## config.mk

```make
export PLATFORM = sky130hd
export DESIGN_NAME = coin_hit_judge
export DESIGN_NICKNAME = d
export VERILOG_FILES = /design/src/rtl/coin_game_pkg.sv /design/src/rtl/btn_sync_edge.sv /design/src/rtl/coin_hit_judge.sv
export SDC_FILE = /design/constraint.sdc
export NUM_CORES = 1
export LEC_CHECK = 0
export CAP_MARGIN = 20
export CORE_UTILIZATION = 56
export CTS_BUF_LIST = sky130_fd_sc_hd__clkbuf_16
export DETAILED_ROUTE_END_ITERATION = 10
export PLACE_DENSITY = 0.84
export SYNTH_ARGS = -nofsm -noshare
export SYNTH_HDL_FRONTEND = slang
export SYNTH_SLANG_ARGS = --single-unit
```

## constraint.sdc

```tcl
create_clock -name i_clk -period 3.3 [get_ports i_clk]
set_input_delay 0.495 -clock i_clk [delete_from_list [all_inputs] [get_ports i_clk]]
set_output_delay 0.495 -clock i_clk [all_outputs]
set_load 0.02 [all_outputs]
```

## src/rtl/coin_game_pkg.sv

```systemverilog
// Shared types and constants for the coin hit judge.
// State encoding is exported on o_state for debug.
package coin_game_pkg;

    localparam int SCORE_W           = 16;
    localparam int STREAK_W          = 8;
    localparam int GAP_FRAMES_DEF    = 30;
    localparam int WINDOW_FRAMES_DEF = 12;
    localparam int TRAVEL_FRAMES_DEF = 60;

    typedef enum logic [2:0] {
        S_IDLE   = 3'd0,
        S_LAUNCH = 3'd1,
        S_ARMED  = 3'd2,
        S_HIT    = 3'd3,
        S_MISS   = 3'd4,
        S_GAP    = 3'd5
    } state_e;

    function automatic int max3(input int a, input int b, input int c);
        int m;
        m = (a > b) ? a : b;
        return (m > c) ? m : c;
    endfunction

endpackage

```

## src/rtl/btn_sync_edge.sv

```systemverilog
// Button synchronizer and rising-edge detector.
// Press pulse is registered: three cycles from i_btn to o_press.
module btn_sync_edge (
    input  logic i_clk,
    input  logic i_rst_n,
    input  logic i_btn,
    output logic o_press
);

    logic r_meta;
    logic r_sync;
    logic r_prev;
    logic r_press;

    always_ff @(posedge i_clk or negedge i_rst_n) begin
        if (!i_rst_n) begin
            r_meta  <= 1'b0;
            r_sync  <= 1'b0;
            r_prev  <= 1'b0;
            r_press <= 1'b0;
        end else begin
            r_meta  <= i_btn;
            r_sync  <= r_meta;
            r_prev  <= r_sync;
            r_press <= r_sync & ~r_prev;
        end
    end

    assign o_press = r_press;

endmodule

```

## src/rtl/coin_hit_judge.sv

```systemverilog
// Judges button presses against a travelling coin sprite.
// Tracks score and streak; all outputs come from flops.
module coin_hit_judge
    import coin_game_pkg::*;
#(
    parameter int GAP_FRAMES    = GAP_FRAMES_DEF,
    parameter int WINDOW_FRAMES = WINDOW_FRAMES_DEF,
    parameter int TRAVEL_FRAMES = TRAVEL_FRAMES_DEF
) (
    input  logic                i_clk,
    input  logic                i_rst_n,
    input  logic                i_frame_tick,
    input  logic                i_enable,
    input  logic                i_btn,
    input  logic                i_in_position,
    output logic                o_active,
    output logic                o_hit_pulse,
    output logic                o_miss_pulse,
    output logic [SCORE_W-1:0]  o_score,
    output logic [STREAK_W-1:0] o_streak,
    output logic [2:0]          o_state
);

    localparam int CNT_MAX = max3(GAP_FRAMES, WINDOW_FRAMES, TRAVEL_FRAMES);
    localparam int CW      = $clog2(CNT_MAX + 1);

    state_e              r_state;
    state_e              w_next;
    logic [CW-1:0]       r_cnt;
    logic                w_press;
    logic                w_counting;
    logic                r_active;
    logic                r_hit;
    logic                r_miss;
    logic [SCORE_W-1:0]  r_score;
    logic [STREAK_W-1:0] r_streak;

    btn_sync_edge u_btn (
        .i_clk   (i_clk),
        .i_rst_n (i_rst_n),
        .i_btn   (i_btn),
        .o_press (w_press)
    );

    assign w_counting = (r_state == S_LAUNCH) ||
                        (r_state == S_ARMED)  ||
                        (r_state == S_GAP);

    always_ff @(posedge i_clk or negedge i_rst_n) begin
        if (!i_rst_n) begin
            r_state <= S_IDLE;
        end else begin
            r_state <= w_next;
        end
    end

    always_comb begin
        w_next = r_state;
        if (!i_enable) begin
            w_next = S_IDLE;
        end else begin
            unique case (r_state)
                S_IDLE: w_next = S_LAUNCH;
                S_LAUNCH: begin
                    if (i_in_position)
                        w_next = S_ARMED;
                    else if (w_press)
                        w_next = S_MISS;
                    else if (r_cnt >= CW'(TRAVEL_FRAMES))
                        w_next = S_MISS;
                end
                S_ARMED: begin
                    // a press beats any window-close in the same cycle
                    if (w_press)
                        w_next = S_HIT;
                    else if (!i_in_position ||
                             r_cnt >= CW'(WINDOW_FRAMES))
                        w_next = S_MISS;
                end
                S_HIT:  w_next = S_GAP;
                S_MISS: w_next = S_GAP;
                S_GAP: begin
                    if (r_cnt >= CW'(GAP_FRAMES))
                        w_next = S_LAUNCH;
                end
                default: w_next = S_IDLE;
            endcase
        end
    end

    // Any state change restarts the frame count
    always_ff @(posedge i_clk or negedge i_rst_n) begin
        if (!i_rst_n) begin
            r_cnt <= '0;
        end else if (w_next != r_state) begin
            r_cnt <= '0;
        end else if (i_frame_tick && w_counting &&
                     r_cnt != CW'(CNT_MAX)) begin
            r_cnt <= r_cnt + 1'b1;
        end
    end

    always_ff @(posedge i_clk or negedge i_rst_n) begin
        if (!i_rst_n) begin
            r_active <= 1'b0;
            r_hit    <= 1'b0;
            r_miss   <= 1'b0;
        end else begin
            r_active <= (w_next == S_LAUNCH) || (w_next == S_ARMED);
            r_hit    <= (w_next == S_HIT);
            r_miss   <= (w_next == S_MISS);
        end
    end

    always_ff @(posedge i_clk or negedge i_rst_n) begin
        if (!i_rst_n) begin
            r_score  <= '0;
            r_streak <= '0;
        end else if (w_next == S_HIT) begin
            if (r_score != '1)
                r_score <= r_score + 1'b1;
            if (r_streak != '1)
                r_streak <= r_streak + 1'b1;
        end else if (w_next == S_MISS) begin
            r_streak <= '0;
        end
    end

    assign o_active     = r_active;
    assign o_hit_pulse  = r_hit;
    assign o_miss_pulse = r_miss;
    assign o_score      = r_score;
    assign o_streak     = r_streak;
    assign o_state      = r_state;

endmodule

```

==> impl_table.tex <==
\begin{tabular}{lr}
\hline
Metric & Value \\
\hline
\multicolumn{2}{l}{\textbf{Run status}} \\
Result of the run & complete, no violations \\
\multicolumn{2}{l}{\textbf{Worst setup path}} \\
Crit path from & i\_in\_position \\
Cell type of the slowest stage on the worst timing path & sky130\_fd\_sc\_hd\_\_clkdlybuf4s50\_1 \\
Stage delay of the slowest cell on the critical path & 610 ps \\
Maximum fanout encountered on the critical timing path & 10 \\
Data required time of the critical path & 3490 ps \\
Type of the setup path with the least slack & input port to register \\
Crit path arrival time & 2760 ps \\
Reg-to-reg critical path endpoint & o\_score[7] \\
Critical path endpoint & o\_score[7] \\
Sort of element at the start of the critical path & input port \\
Cell-by-cell trace of the critical path & clkdlybuf4s50\_1 -> nor3b\_1 -> nand3\_1 -> a21oi\_4 -> nand4\_1 -> nor3\_1 -> xor2\_1 \\
R2r worst-path depth & 6 \\
Worst r2r src & o\_state[1] \\
FF-to-FF setup slack & 1040 ps \\
Critical Path End Type & register \\
\multicolumn{2}{l}{\textbf{Die}} \\
I/O pin count & 36 \\
Die X-Extent & 63.0 um \\
Initial core utilization & 60.5\% \\
Overall die height & 63.0 um \\
Placement Rows & 21 \\
Core region area & 0.00344 mm\^{}2 \\
Total Die Area & 0.00396 mm\^{}2 \\
\multicolumn{2}{l}{\textbf{Global route}} \\
Largest net degree at the start of global routing & 41 \\
First-pass GRT wire length & 7.04 mm \\
Number of antenna violations at the first check in global routing & 0 \\
GRT Overall Usage & 22.8\% \\
Overflow after GRT & 0 \\
Vias in the first global route & 1569 \\
\multicolumn{2}{l}{\textbf{Detailed routing}} \\
Routed length per placed instance & 14.3 um \\
Violation count after the first detailed-route iteration & 99 \\
Number of detailed-route iterations in the first pass & 4 \\
Average vias per placed instance & 5.57 \\
Detailed Route WL & 4.05 mm \\
Final routed DRC violation total & 0 \\
Total number of vias & 1583 \\
Final ANT Viol Nets & 0 \\
\multicolumn{2}{l}{\textbf{Yosys}} \\
Most area-consuming cells after synthesis & sky130\_fd\_sc\_hd\_\_dfrtp\_1 (48\%), sky130\_fd\_sc\_hd\_\_xor2\_1 (4.6\%), sky130\_fd\_sc\_hd\_\_xnor2\_1 (2.9\%), sky130\_fd\_sc\_hd\_\_nand2\_1 (2.7\%), sky130\_fd\_sc\_hd\_\_a21oi\_1 (2.6\%) \\
Post-synthesis register bit count & 40 \\
Area share of the largest cell type after synthesis & 48.1\% \\
Number of warnings printed during yosys synthesis & 0 \\
Mapped cell area & 0.00208 mm\^{}2 \\
Number of enable flip-flop cells after synthesis & 0 \\
Distinct cell type count after synthesis & 50 \\
Primary flip-flop cell chosen by synthesis mapping & sky130\_fd\_sc\_hd\_\_dfrtp\_1 \\
Post-Syn Area per Cell & 10.3 um\^{}2 \\
Number of nets produced by synthesis & 212 \\
Sequential area share after synthesis & 48.1\% \\
Post-Syn Instances & 202 \\
Cell taking the most area after synthesis & sky130\_fd\_sc\_hd\_\_dfrtp\_1 \\
Proportion of register bits with asynchronous set or reset after synthesis & 100\% \\
\multicolumn{2}{l}{\textbf{Timing}} \\
Worst Tran Pin Value & 842 ps \\
Fin crit share & 77.9\% \\
Setup clock skew after layout & 1.63 ps \\
Min Clock Period, post-route & 2570 ps \\
Final setup violation count & 0 \\
Unrepaired setup endpoints after global routing & no \\
Number of slew-limit violations in the final report & 0 \\
Final total negative setup slack & 0 ps \\
Hold Fails Final Rpt & 0 \\
Max transition margin & 43.9\% \\
Maximum clock rate & 389 MHz \\
\multicolumn{2}{l}{\textbf{Finish}} \\
Most used cells in the layout excluding fill and tap cells & sky130\_fd\_sc\_hd\_\_dfrtp\_1 (40), sky130\_fd\_sc\_hd\_\_clkdlybuf4s50\_1 (34), sky130\_fd\_sc\_hd\_\_nand2\_1 (15), sky130\_fd\_sc\_hd\_\_nor2\_1 (13) \\
Area added between synthesis and finish & 23.6\% \\
Final Instance Count excl. Fillers & 284 \\
Post-layout nets & 248 \\
Commonest non-fill, non-tap cell in the layout & sky130\_fd\_sc\_hd\_\_dfrtp\_1 \\
Count of antenna diodes in the layout & 0 \\
Ratio of cells with drive above 1 in the final layout & 10.5\% \\
\multicolumn{2}{l}{\textbf{Clocking}} \\
Clock slew seen by the registers of the worst setup and hold paths & 50 ps \\
CTS H-tree depth & 2 \\
Bufs on Longest Clock Path & 2 \\
CTS root buffer & sky130\_fd\_sc\_hd\_\_clkbuf\_16 \\
CTS Buf Count & 5 \\
Post-CTS Setup Bufs & 0 \\
Skew-Pair Late Insertion Delay & 280 ps \\
Number of sinks driven by the clock tree & 40 \\
Post-cts sizing count & 0 \\
Clock tree from TritonCTS & done \\
Hold-fix buffers, CTS & 0 \\
\multicolumn{2}{l}{\textbf{Hold path}} \\
Min-Delay Path Class & input port to asynchronous set/reset pin \\
\multicolumn{2}{l}{\textbf{Flow run}} \\
Max-cap violations & 0 \\
\multicolumn{2}{l}{\textbf{Pwr}} \\
Worst IR Drop VDD & 0.000409 V \\
Power per cell area & 522 mW/mm\^{}2 \\
Power consumption & 0.00134 W \\
Leakage & 1.13 nW \\
\multicolumn{2}{l}{\textbf{Place}} \\
Global placer's final weighted congestion & 0.904 \\
Port Buffer Count & 35 \\
Placed instance count & 277 \\
Sum of net half-perimeters after detailed placement & 2.76 mm \\
\hline
\end{tabular}
## how the worst min path moves through the flow
| stage | from | to |
|---|---|---|
| global route | u_btn.r_meta | u_btn.r_sync |
| global placement | u_btn.r_meta | u_btn.r_sync |
| finish | i_rst_n | o_active |
| floorplan | i_rst_n | o_active |
| CTS | u_btn.r_meta | u_btn.r_sync |
| detailed placement | u_btn.r_meta | u_btn.r_sync |
## final cells by class
| class | count | area [um^2] |
|---|---|---|
| clock buffers | 5 | 125 |
| clock inverters | 2 | 8.76 |
| fillers | 238 | 870 |
| inverters | 10 | 37.5 |
| multi-input cells | 145 | 990 |
| flip-flops and latches | 40 | 1000 |
| well taps | 46 | 57.6 |
| repair buffers | 36 | 353 |
## routing by layer
layer	vias up	routed length [um]	global-route usage [%]
li1	784	-	-
met1	754	1880	29.5
met2	40	1950	36.4
met3	5	175	6.02
met4	0	46	8.43
met5	-	0	0
## cell families after synthesis
| group | share of synthesized area (%) |
|---|---|
| simple gates | 23.2 |
| mux | 2.71 |
| compound gates | 11.7 |
| flops | 48.1 |
| buf+inv | 4.33 |
| fa+ha+maj | 2.41 |
| xor+xnor | 7.58 |
## synthesized netlist by cell type (2+ instances only)
cell type and number:
sky130_fd_sc_hd__dfrtp_1 40, sky130_fd_sc_hd__nand2_1 15, sky130_fd_sc_hd__nor2_1 13, sky130_fd_sc_hd__a21oi_1 11, sky130_fd_sc_hd__xor2_1 11, sky130_fd_sc_hd__inv_1 10, sky130_fd_sc_hd__nand3_1 10, sky130_fd_sc_hd__o21ai_0 9
sky130_fd_sc_hd__nand4_1 7, sky130_fd_sc_hd__or3_1 7, sky130_fd_sc_hd__xnor2_1 7, sky130_fd_sc_hd__nor3_1 6, sky130_fd_sc_hd__ha_1 4, sky130_fd_sc_hd__and3_2 3, sky130_fd_sc_hd__buf_4 3, sky130_fd_sc_hd__mux2i_1 3
sky130_fd_sc_hd__and2_1 2, sky130_fd_sc_hd__and2_2 2, sky130_fd_sc_hd__and3_1 2, sky130_fd_sc_hd__and4_2 2, sky130_fd_sc_hd__buf_6 2, sky130_fd_sc_hd__clkbuf_1 2, sky130_fd_sc_hd__nand2b_1 2, sky130_fd_sc_hd__nor2b_1 2
sky130_fd_sc_hd__nor4_1 2
## power by group
group          switching [W]  internal [W]  leakage (nW)
clock               0.000166      0.000271        0.0709
sequential         0.0000605      0.000535         0.528
combinational       0.000160      0.000150         0.528
total               0.000387      0.000956          1.13
## flip-flops by register name (all words and copies together), names as in the netlist
| register | cells |
|---|---|
| o_score | 16 |
| o_streak | 8 |
| r_cnt | 6 |
| o_state | 3 |
| o_active | 1 |
| o_hit_pulse | 1 |
| o_miss_pulse | 1 |
| u_btn.o_press | 1 |
| u_btn.r_meta | 1 |
| u_btn.r_prev | 1 |
| u_btn.r_sync | 1 |
## critical path, delay by kind of cell
kind                      cells  cell delay, ps
and+or+nand+nor               4            1160
buffers and inverters         1             610
AOI/OAI and AO/OA             1             280
xor gates and xnor gates      1             220
## through the flow
stage	instance area [um^2]	hold slack, ps	worst slack, ps	utilization, %
finish	2570	325	729	74.7
global route	2570	354	551	74.7
CTS	2570	348	734	74.7
detailed placement	2440	336	482	70.8
global placement	2440	333	632	70.8
floorplan	2080	199	1220	-
Note: power is estimated with default switching activity, not from simulation.
